### src/rtl/puf_response_collector.sv
// puf_response_collector
//   Steps the challenge LFSR, latches each challenge onto the RO-pair select,
//   launches one RO race per challenge and shifts the returned comparison bit
//   into a response word. After RESP_BITS challenges the word is offered on
//   resp_valid/resp_ready.
//   Handshake: resp_valid rises only in DONE and stays high with resp_data
//   stable until a cycle with resp_ready=1; the transfer happens on that
//   clock edge and resp_valid drops on the next cycle.
//   Optional feature: define PUF_TIMEOUT_EN to add the WAIT timeout and the
//   sticky err flag (TIMEOUT_CYC exists only in that build).
//   dbg_state exposes the FSM state register for checkers.
module puf_response_collector #(
    parameter int RESP_BITS = 16,
    parameter int CHAL_W    = 4
`ifdef PUF_TIMEOUT_EN
    ,
    parameter int TIMEOUT_CYC = 1024
`endif
) (
    input  logic                 clk,
    input  logic                 reset,
    input  logic                 start,
    input  logic [CHAL_W-1:0]    chal_in,
    output logic                 lfsr_enable,
    output logic [CHAL_W-1:0]    ro_sel,
    output logic                 meas_start,
    input  logic                 meas_done,
    input  logic                 meas_bit,
    output logic [RESP_BITS-1:0] resp_data,
    output logic                 resp_valid,
    input  logic                 resp_ready,
    output logic                 busy,
    output logic                 err,
    output logic [2:0]           dbg_state
);

    typedef enum logic [2:0] {
        S_IDLE   = 3'd0,
        S_LATCH  = 3'd1,
        S_LAUNCH = 3'd2,
        S_WAIT   = 3'd3,
        S_STEP   = 3'd4,
        S_DONE   = 3'd5
    } state_e;

    localparam int CNT_W = $clog2(RESP_BITS + 1);
    localparam logic [CNT_W-1:0] CNT_LAST = CNT_W'(RESP_BITS);

    state_e                state_q, state_d;
    logic [CHAL_W-1:0]     ro_sel_q, ro_sel_d;
    logic [RESP_BITS-1:0]  shreg_q, shreg_d;
    logic [CNT_W-1:0]      cnt_q, cnt_d;
    logic                  timeout;
    logic                  err_flag;

`ifdef PUF_TIMEOUT_EN
    localparam int TMR_W = $clog2(TIMEOUT_CYC + 1);
    localparam logic [TMR_W-1:0] TMR_LAST = TMR_W'(TIMEOUT_CYC - 1);

    logic [TMR_W-1:0] timer_q, timer_d;
    logic             err_q, err_d;

    // Timer counts WAIT cycles and is zero whenever WAIT is (re)entered.
    always_comb begin
        timer_d = (state_q == S_WAIT) ? timer_q + TMR_W'(1) : '0;
    end

    // A meas_done in the last allowed cycle takes priority over the timeout.
    assign timeout = (state_q == S_WAIT) && !meas_done && (timer_q == TMR_LAST);

    // err is sticky: set by a timeout, cleared only by the next accepted start.
    always_comb begin
        err_d = err_q;
        if (state_q == S_IDLE && start) err_d = 1'b0;
        if (timeout)                    err_d = 1'b1;
    end

    // Timer and error flag registers.
    always_ff @(posedge clk or posedge reset) begin
        if (reset) begin
            timer_q <= '0;
            err_q   <= 1'b0;
        end else begin
            timer_q <= timer_d;
            err_q   <= err_d;
        end
    end

    assign err_flag = err_q;
`else
    assign timeout  = 1'b0;
    assign err_flag = 1'b0;
`endif

    // State register.
    always_ff @(posedge clk or posedge reset) begin
        if (reset) state_q <= S_IDLE;
        else       state_q <= state_d;
    end

    // Next-state logic; start, meas_done and resp_ready only matter in their own state.
    always_comb begin
        state_d = state_q;
        case (state_q)
            S_IDLE:   if (start) state_d = S_LATCH;
            S_LATCH:  state_d = S_LAUNCH;
            S_LAUNCH: state_d = S_WAIT;
            S_WAIT: begin
                if (meas_done)    state_d = S_STEP;
                else if (timeout) state_d = S_IDLE;
            end
            S_STEP:   state_d = (cnt_q == CNT_LAST) ? S_DONE : S_LATCH;
            S_DONE:   if (resp_ready) state_d = S_IDLE;
            default:  state_d = S_IDLE;
        endcase
    end

    // Datapath next values: challenge latch, response shift register, bit count.
    always_comb begin
        ro_sel_d = ro_sel_q;
        shreg_d  = shreg_q;
        cnt_d    = cnt_q;
        if (state_q == S_IDLE && start) begin
            shreg_d = '0;
            cnt_d   = '0;
        end
        if (state_q == S_LATCH) ro_sel_d = chal_in;
        if (state_q == S_WAIT && meas_done) begin
            shreg_d = {shreg_q[RESP_BITS-2:0], meas_bit};
            cnt_d   = cnt_q + CNT_W'(1);
        end
    end

    // Datapath registers.
    always_ff @(posedge clk or posedge reset) begin
        if (reset) begin
            ro_sel_q <= '0;
            shreg_q  <= '0;
            cnt_q    <= '0;
        end else begin
            ro_sel_q <= ro_sel_d;
            shreg_q  <= shreg_d;
            cnt_q    <= cnt_d;
        end
    end

    // Outputs decoded from registers only; resp_data is masked outside DONE so a
    // partial word is never visible.
    always_comb begin
        lfsr_enable = (state_q == S_STEP);
        meas_start  = (state_q == S_LAUNCH);
        resp_valid  = (state_q == S_DONE);
        busy        = (state_q != S_IDLE);
        resp_data   = (state_q == S_DONE) ? shreg_q : '0;
        ro_sel      = ro_sel_q;
        err         = err_flag;
        dbg_state   = state_q;
    end

endmodule

### config.mk
export PLATFORM = sky130hd
export DESIGN_NAME = puf_response_collector
export DESIGN_NICKNAME = d
export VERILOG_FILES = /design/src/rtl/puf_response_collector.sv
export SDC_FILE = /design/constraint.sdc
export NUM_CORES = 1
export LEC_CHECK = 0
export ABC_AREA = 1
export CAP_MARGIN = 10
export CORE_ASPECT_RATIO = 0.6
export CORE_UTILIZATION = 45
export CTS_CLUSTER_DIAMETER = 40
export DETAILED_ROUTE_END_ITERATION = 10
export PLACE_DENSITY = 0.75
export SLEW_MARGIN = 20
export SYNTH_ARGS = -nofsm -noshare
export SYNTH_HDL_FRONTEND = slang
export SYNTH_SLANG_ARGS = --single-unit
### constraint.sdc
create_clock -name clk -period 1.7 [get_ports clk]
set_input_delay 0.255 -clock clk [delete_from_list [all_inputs] [get_ports clk]]
set_output_delay 0.255 -clock clk [all_outputs]
set_load 0.02 [all_outputs]
==> results.sh, run 1 <==
export IMPL_outcome="finished, final reports clean"
export IMPL_yosysMostFrequentCell="inv_1"
export IMPL_powerDensity_mw_per_mm2=1590
export IMPL_wl_per_cell_um=12.4
export IMPL_cts_buffers_inserted=3
export IMPL_synth_area_mm2=0.00141
export IMPL_rsz0062_at_grt="no"
export IMPL_grt_max_degree=29
export IMPL_p_leak_nw=0.905
export IMPL_reg2reg_from="dbg_state[1]$_DFFE_PP0P_"
export IMPL_path_cells="inv_1 -> nand3_2 -> nor2_1 -> dlygate4sd2_1"
export IMPL_fin_cells=239
export IMPL_gp_congestion=0.962
export IMPL_crit_arrival_ns=1.36
export IMPL_cpPeakStageDelay_ns=0.39
export IMPL_ant_nets=0
export IMPL_peakVddDrop_mv=0.870
export IMPL_finalPower_mw=2.89
export IMPL_path_max_fanout=4
export IMPL_wl_um=2970
export IMPL_clk_pin_slew_ns=0.09
export IMPL_cts_root_buf="clkbuf_8"
export IMPL_nets=210
export IMPL_fp_row_count=15
export IMPL_finalSetupViolCount=0
export IMPL_period_needed_ns=1.61
export IMPL_synthDistinctLibCells=27
export IMPL_h_tree_depth=1
export IMPL_slowest_stage="dfrtp_1"
export IMPL_insertion_delay_ns=0.27
export IMPL_end_kind="output port"
export IMPL_switching_share_pct=41.4
export IMPL_clkPwrFrac_pct=14.0
export IMPL_cts_tree="yes"
export IMPL_ys_async_sr_fraction_pct=100
export IMPL_synth_mux_area_fraction_pct=0
export IMPL_start_util_pct=48.1
export IMPL_fmax_mhz=621
export IMPL_p_int_mw=1.69
export IMPL_clock_sinks=28
export IMPL_r2r_end="cnt_q[3]$_DFFE_PP0P_"
export IMPL_syn_num_nets=165
export IMPL_yosys_top_cells_area="dfrtp_1 50%, o22ai_2 8.9%, inv_1 8.0%, nor2_1 5.9%, nand2_1 5.1%"
export IMPL_synth_area_per_cell_um2=9.21
export IMPL_vias=1135
export IMPL_post_cts_buffers=0
export IMPL_drt_iter0_drc=54
export IMPL_power_switching_mw=1.19
export IMPL_worstRegToRegCells=8
export IMPL_place_ws_ns=-0.0108
export IMPL_synth_edf_count=0
export IMPL_hpwl_um=2250
export IMPL_io_pins=38
export IMPL_path_class="register to output port"
export IMPL_dp_cells=235
export IMPL_synth_seq_cells=28
export IMPL_hold_violations=0
export IMPL_worstPathRequired_ns=1.44
export IMPL_synthFlopType="dfrtp_1"
export IMPL_synth_top_area_cell="dfrtp_1"
export IMPL_coreArea_mm2=0.00293
export IMPL_synth_simple_area_share_pct=19.8
export IMPL_min_period_over_period_pct=94.7
export IMPL_syn_to_final_growth_pct=29.0
export IMPL_io_buffer_count=36
export IMPL_drv_cap=0
export IMPL_seqPwrFrac_pct=36.0
export IMPL_postSynthCellCount=153
export IMPL_fp_dieH_um=45.3
export IMPL_synthXorXnorAreaFrac_pct=1.24
export IMPL_fillCellCount=268
export IMPL_seq_area_frac_synth_pct=49.7
export IMPL_p_comb_share_pct=49.9
export IMPL_synth_top_family_by_area="simple AND/OR/NAND/NOR gates"
export IMPL_fin_skew_ns=0.00344
export IMPL_hold_class="input port to asynchronous set/reset pin"
export IMPL_yosys_warnings=0
export IMPL_slew_violations=0
export IMPL_grt_pass1_wl_um=4670
export IMPL_grt_pass1_vias=1024
export IMPL_synth_compound_area_share_pct=14.8
export IMPL_dieArea_mm2=0.00337
export IMPL_grtUsageTotal_pct=19.1
export IMPL_n_antenna_cell=0
export IMPL_fin_util_pct=62.1
export IMPL_drive_above_1_share_pct=25.4
export IMPL_synth_top_area_share_pct=49.7
export IMPL_regToRegSetupSlack_ns=0.26
export IMPL_grt_overflow=0
export IMPL_antenna_found_initial=0
export IMPL_ys_top_cells_by_count="30 x inv_1, 28 x dfrtp_1, 22 x nor2_1"
export IMPL_start_kind="register"
export IMPL_avgViaCountPerCell=4.75
export IMPL_dr_pass1_iters=4
export IMPL_cts_buffer_depth=2
export IMPL_drc=0
export IMPL_synthAdderAreaFrac_pct=1.78
export IMPL_postLayoutSetupSlackWorst_ns=0.0894
export IMPL_die_x_um=74.2
## sequential cells by signal, indices dropped and copies added, names as in the netlist
| signal | count |
|---|---|
| ro_sel | 4 |
| cnt_q | 5 |
| shreg_q | 16 |
| dbg_state | 3 |
## logic make-up (layout without fill, tap and decap cells)
family	count (synthesis)	after routing
buffers and inverters	37	81
XOR/XNOR	2	2
adder cells (fa/ha/maj)	2	2
AND/OR/NAND/NOR	58	58
other	1	1
flip-flops	28	28
AO/OA/AOI/OAI	25	25
## timing repair
action | 4_1_cts | 5_1_grt
cloned | 0 | 0
endpoints found under the hold margin | 0 | 0
gates resized for setup | 39 | 24
hold buffers | 0 | 0
endpoints found under the setup margin | 21 | 20
## how the worst max path moves through the flow
stage                         end  slack (ns)  cells after the start                startpoint
floorplan           resp_data[10]        0.16                      4  dbg_state[1]$_DFFE_PP0P_
global placement       meas_start        0.02                      3  dbg_state[0]$_DFFE_PP0P_
detailed placement  resp_data[13]       -0.01                      5  dbg_state[1]$_DFFE_PP0P_
CTS                 resp_data[12]       0.005                      5  dbg_state[1]$_DFFE_PP0P_
global route         resp_data[4]        0.02                      4  dbg_state[1]$_DFFE_PP0P_
finish               resp_data[3]        0.09                      4  dbg_state[1]$_DFFE_PP0P_
## cell type report
class / count / area (um^2) / area share (%)
Tap cell: 42 / 52.6 / 2.89
Timing Repair Buffer: 45 / 352 / 19.4
Sequential cell: 28 / 701 / 38.6
Multi-Input combinational cell: 88 / 534 / 29.4
Clock buffer: 4 / 55.1 / 3.03
Inverter: 32 / 123 / 6.75
## per-stage QoR
step	hold WS (ns)	instance area (um^2)	TNS, ns
6_report	0.350	1820	0
5_1_grt	0.379	1820	0
4_1_cts	0.370	1900	0
3_5_place_dp	0.479	1850	-0.0108
3_3_place_gp	0.468	1850	0
2_1_floorplan	0.320	1410	0
## critical path, delay by kind of cell, from the launching register on
kind                   cells  cell delay, ns
buffers and inverters      2            0.43
AND/OR/NAND/NOR            2            0.26
flip-flops                 1            0.39
## power groups by stage
stage | logic [mW] | clock network, mW | registers (mW)
2_1_floorplan | 0.896 | 0 | 1.15
3_3_place_gp | 1.45 | 0 | 1.04
3_5_place_dp | 1.50 | 0 | 1.05
4_1_cts | 1.47 | 0.415 | 1.04
5_1_grt | 1.59 | 0.441 | 1.07
6_report | 1.44 | 0.405 | 1.04
## per-layer routing
metal  GRT usage (%)  routed length (um)
met5               0                   0
met3            4.69                 106
met1            25.9                1390
met4            6.79                  51
met2            30.2                1430
## cell usage in the layout, fill, tap and decap left out, types with 2 or more instances in the layout
master	instances
inv_1	30
dfrtp_1	28
nor2_1	22
nand2_1	19
clkbuf_2	15
clkdlybuf4s50_1	13
o22ai_2	10
buf_4	8
o21ai_0	7
nand3_1	6
o22ai_1	5
clkbuf_8	4
dlygate4sd2_1	3
buf_2	3
nor2_2	2
nand3_2	2
xor2_1	2
o21ai_1	2
nor3_1	2
ha_1	2
dlymetal6s2s_1	2
Power figures use the tool's default switching activity.
==> run 2: changes to the inputs <==
--- a/config.mk
+++ b/config.mk
@@ -6,7 +6,7 @@
 export NUM_CORES = 1
 export LEC_CHECK = 0
 export ABC_AREA = 1
-export CAP_MARGIN = 10
+export CAP_MARGIN = 15
 export CORE_ASPECT_RATIO = 0.6
 export CORE_UTILIZATION = 45
 export CTS_CLUSTER_DIAMETER = 40
==> results of run 2 <==
No change in the layout: final DEF, timing and power equal those of run 1.
==> run 3: changes to the inputs <==
--- a/config.mk
+++ b/config.mk
@@ -8,10 +8,12 @@
 export ABC_AREA = 1
 export CAP_MARGIN = 15
 export CORE_ASPECT_RATIO = 0.6
+export CORE_MARGIN = 1.5
 export CORE_UTILIZATION = 45
 export CTS_CLUSTER_DIAMETER = 40
 export DETAILED_ROUTE_END_ITERATION = 10
 export PLACE_DENSITY = 0.75
+export SKIP_LAST_GASP = 1
 export SLEW_MARGIN = 20
 export SYNTH_ARGS = -nofsm -noshare
 export SYNTH_HDL_FRONTEND = slang
==> run 3 against run 2 <==
  * Setup slack worse by 0.028 ns
  * Sequential power hardly changed
  * Via count down 1.1%
  * Wire length rose by 3.7%
  * Clock power shrank 15%
  * Count of clock-buffer cells in the layout decreased by 1
  * First-iteration DRC count shrank 3.7%
  * Critical endpoint is now busy
  * Highest routed layer unchanged
==> results.sh, run 3 (synthesis gave the netlist of run 1 again) <==
export IMPL_p_leak_nw=0.870
export IMPL_grt_overflow=0
export IMPL_grt_pass1_wl_um=4930
export IMPL_clock_sinks=28
export IMPL_outcome="finished, final reports clean"
export IMPL_hpwl_um=2320
export IMPL_power_switching_mw=1.21
export IMPL_vias=1123
export IMPL_period_needed_ns=1.64
export IMPL_coreArea_mm2=0.00293
export IMPL_syn_to_final_growth_pct=28.2
export IMPL_clkPwrFrac_pct=12.0
export IMPL_h_tree_depth=1
export IMPL_peakVddDrop_mv=0.901
export IMPL_post_cts_buffers=0
export IMPL_insertion_delay_ns=0.27
export IMPL_drv_cap=0
export IMPL_powerDensity_mw_per_mm2=1590
export IMPL_dr_pass1_iters=4
export IMPL_end_kind="output port"
export IMPL_dieArea_mm2=0.00349
export IMPL_final_common_cell="inv_1"
export IMPL_worstPathRequired_ns=1.44
export IMPL_grt_pass1_vias=1034
export IMPL_crit_arrival_ns=1.38
export IMPL_p_comb_share_pct=50.7
export IMPL_grtUsageTotal_pct=19.6
export IMPL_fp_row_count=15
export IMPL_cts_buffers_inserted=3
export IMPL_drt_iter0_drc=52
export IMPL_fin_util_pct=61.7
export IMPL_cts_hold_buf=0
export IMPL_tns_ns=0
export IMPL_use_met3_pct=5.69
export IMPL_rsz0062_at_grt="no"
export IMPL_path_class="register to output port"
export IMPL_fp_dieH_um=46.3
export IMPL_place_ws_ns=-0.0449
export IMPL_gp_congestion=0.942
export IMPL_cts_tree="yes"
export IMPL_postLayoutSetupSlackWorst_ns=0.0615
export IMPL_nets=210
export IMPL_min_period_over_period_pct=96.4
export IMPL_die_x_um=75.2
export IMPL_n_antenna_cell=0
export IMPL_fmax_mhz=610
export IMPL_start_util_pct=48.1
export IMPL_met1_usage_pct=26.1
export IMPL_grt_util_met2_pct=32.7
export IMPL_drive_above_1_share_pct=26.0
export IMPL_largest_reg_flops=16
export IMPL_antenna_found_initial=0
export IMPL_wl_um=3080
export IMPL_max_flop_register="shreg_q"
export IMPL_wl_per_cell_um=12.9
export IMPL_final_cell_mix="30 x inv_1, 27 x dfrtp_1, 22 x nor2_1, 19 x nand2_1, 18 x clkbuf_2"
export IMPL_top_usage_layer="met2"
export IMPL_io_pins=38
export IMPL_hold_ws_ns=0.335
export IMPL_slew_violations=0
export IMPL_switching_share_pct=42.3
export IMPL_hold_violations=0
export IMPL_post_dp_cell_area_mm2=0.00185
export IMPL_hold_class="input port to asynchronous set/reset pin"
export IMPL_start_kind="register"
export IMPL_final_area_mm2=0.00181
export IMPL_cts_buffer_depth=2
export IMPL_path_max_fanout=4
export IMPL_clk_pin_slew_ns=0.09
export IMPL_drc=0
export IMPL_seqPwrFrac_pct=37.3
export IMPL_io_buffer_count=36
export IMPL_cts_root_buf="clkbuf_8"
export IMPL_ant_nets=0
export IMPL_finalSetupViolCount=0
export IMPL_grt_max_degree=29
export IMPL_fin_skew_ns=0.00424
export IMPL_avgViaCountPerCell=4.72
export IMPL_p_int_mw=1.65
export IMPL_worstRegToRegCells=8
-- run 3: stage by stage --
step                      power [mW]  std cells
after floorplan                 2.04        153
after global placement          2.49        235
after global routing            3.05        238
after detailed placement        2.56        235
after CTS                       2.87        238
final                           2.86        238
-- run 3: cell type report --
type | count | area, um^2
tap | 42 | 52.6
sequential | 28 | 702
inverter | 32 | 123
timing repair buffer | 45 | 348
clock buffer | 3 | 41.3
fill | 258 | 1120
multi-input combinational | 88 | 539
-- run 3: repair_timing --
action | 4_1_cts | 5_1_grt
setup endpoints to repair | 22 | 19
resized for setup | 26 | 37
pin swaps | 0 | 0
-- run 3: power by group through the flow --
stage          clock, mW  sequential, mW  combinational (mW)
6_report           0.345            1.07                1.45
3_3_place_gp           0            1.05                1.43
5_1_grt            0.381            1.09                1.58
3_5_place_dp           0            1.07                1.49
4_1_cts            0.357            1.06                1.45
2_1_floorplan          0            1.15               0.896
-- run 3: critical path, stage by stage, from the launching register on --
cell and delay (ns):
dfrtp_1 0.38, buf_4 0.16, nor2_4 0.13, buf_4 0.14, nand2_1 0.05, clkdlybuf4s15_2 0.25
-- run 3: worst paths after layout --
path	slack [ns]	endpoint	start
max in group asynchronous	1.08	dbg_state[0]$_DFFE_PP0P_	reset
worst max register to register	0.27	cnt_q[3]$_DFFE_PP0P_	dbg_state[1]$_DFFE_PP0P_
worst max-delay path	0.06	busy	dbg_state[1]$_DFFE_PP0P_
worst min-delay path	0.34	ro_sel[2]$_DFFE_PP0N_	reset
min in group clk	0.50	ro_sel[1]$_DFFE_PP0N_	ro_sel[1]$_DFFE_PP0N_
worst min register to register	0.50	ro_sel[1]$_DFFE_PP0N_	ro_sel[1]$_DFFE_PP0N_
-- run 3: per-layer routing --
| layer | vias up | part of all wire, % |
|---|---|---|
| met5 | - | 0 |
| met4 | 0 | 0.26 |
| met3 | 2 | 4.0 |
| met2 | 18 | 47 |
| met1 | 535 | 49 |
| li1 | 568 | - |
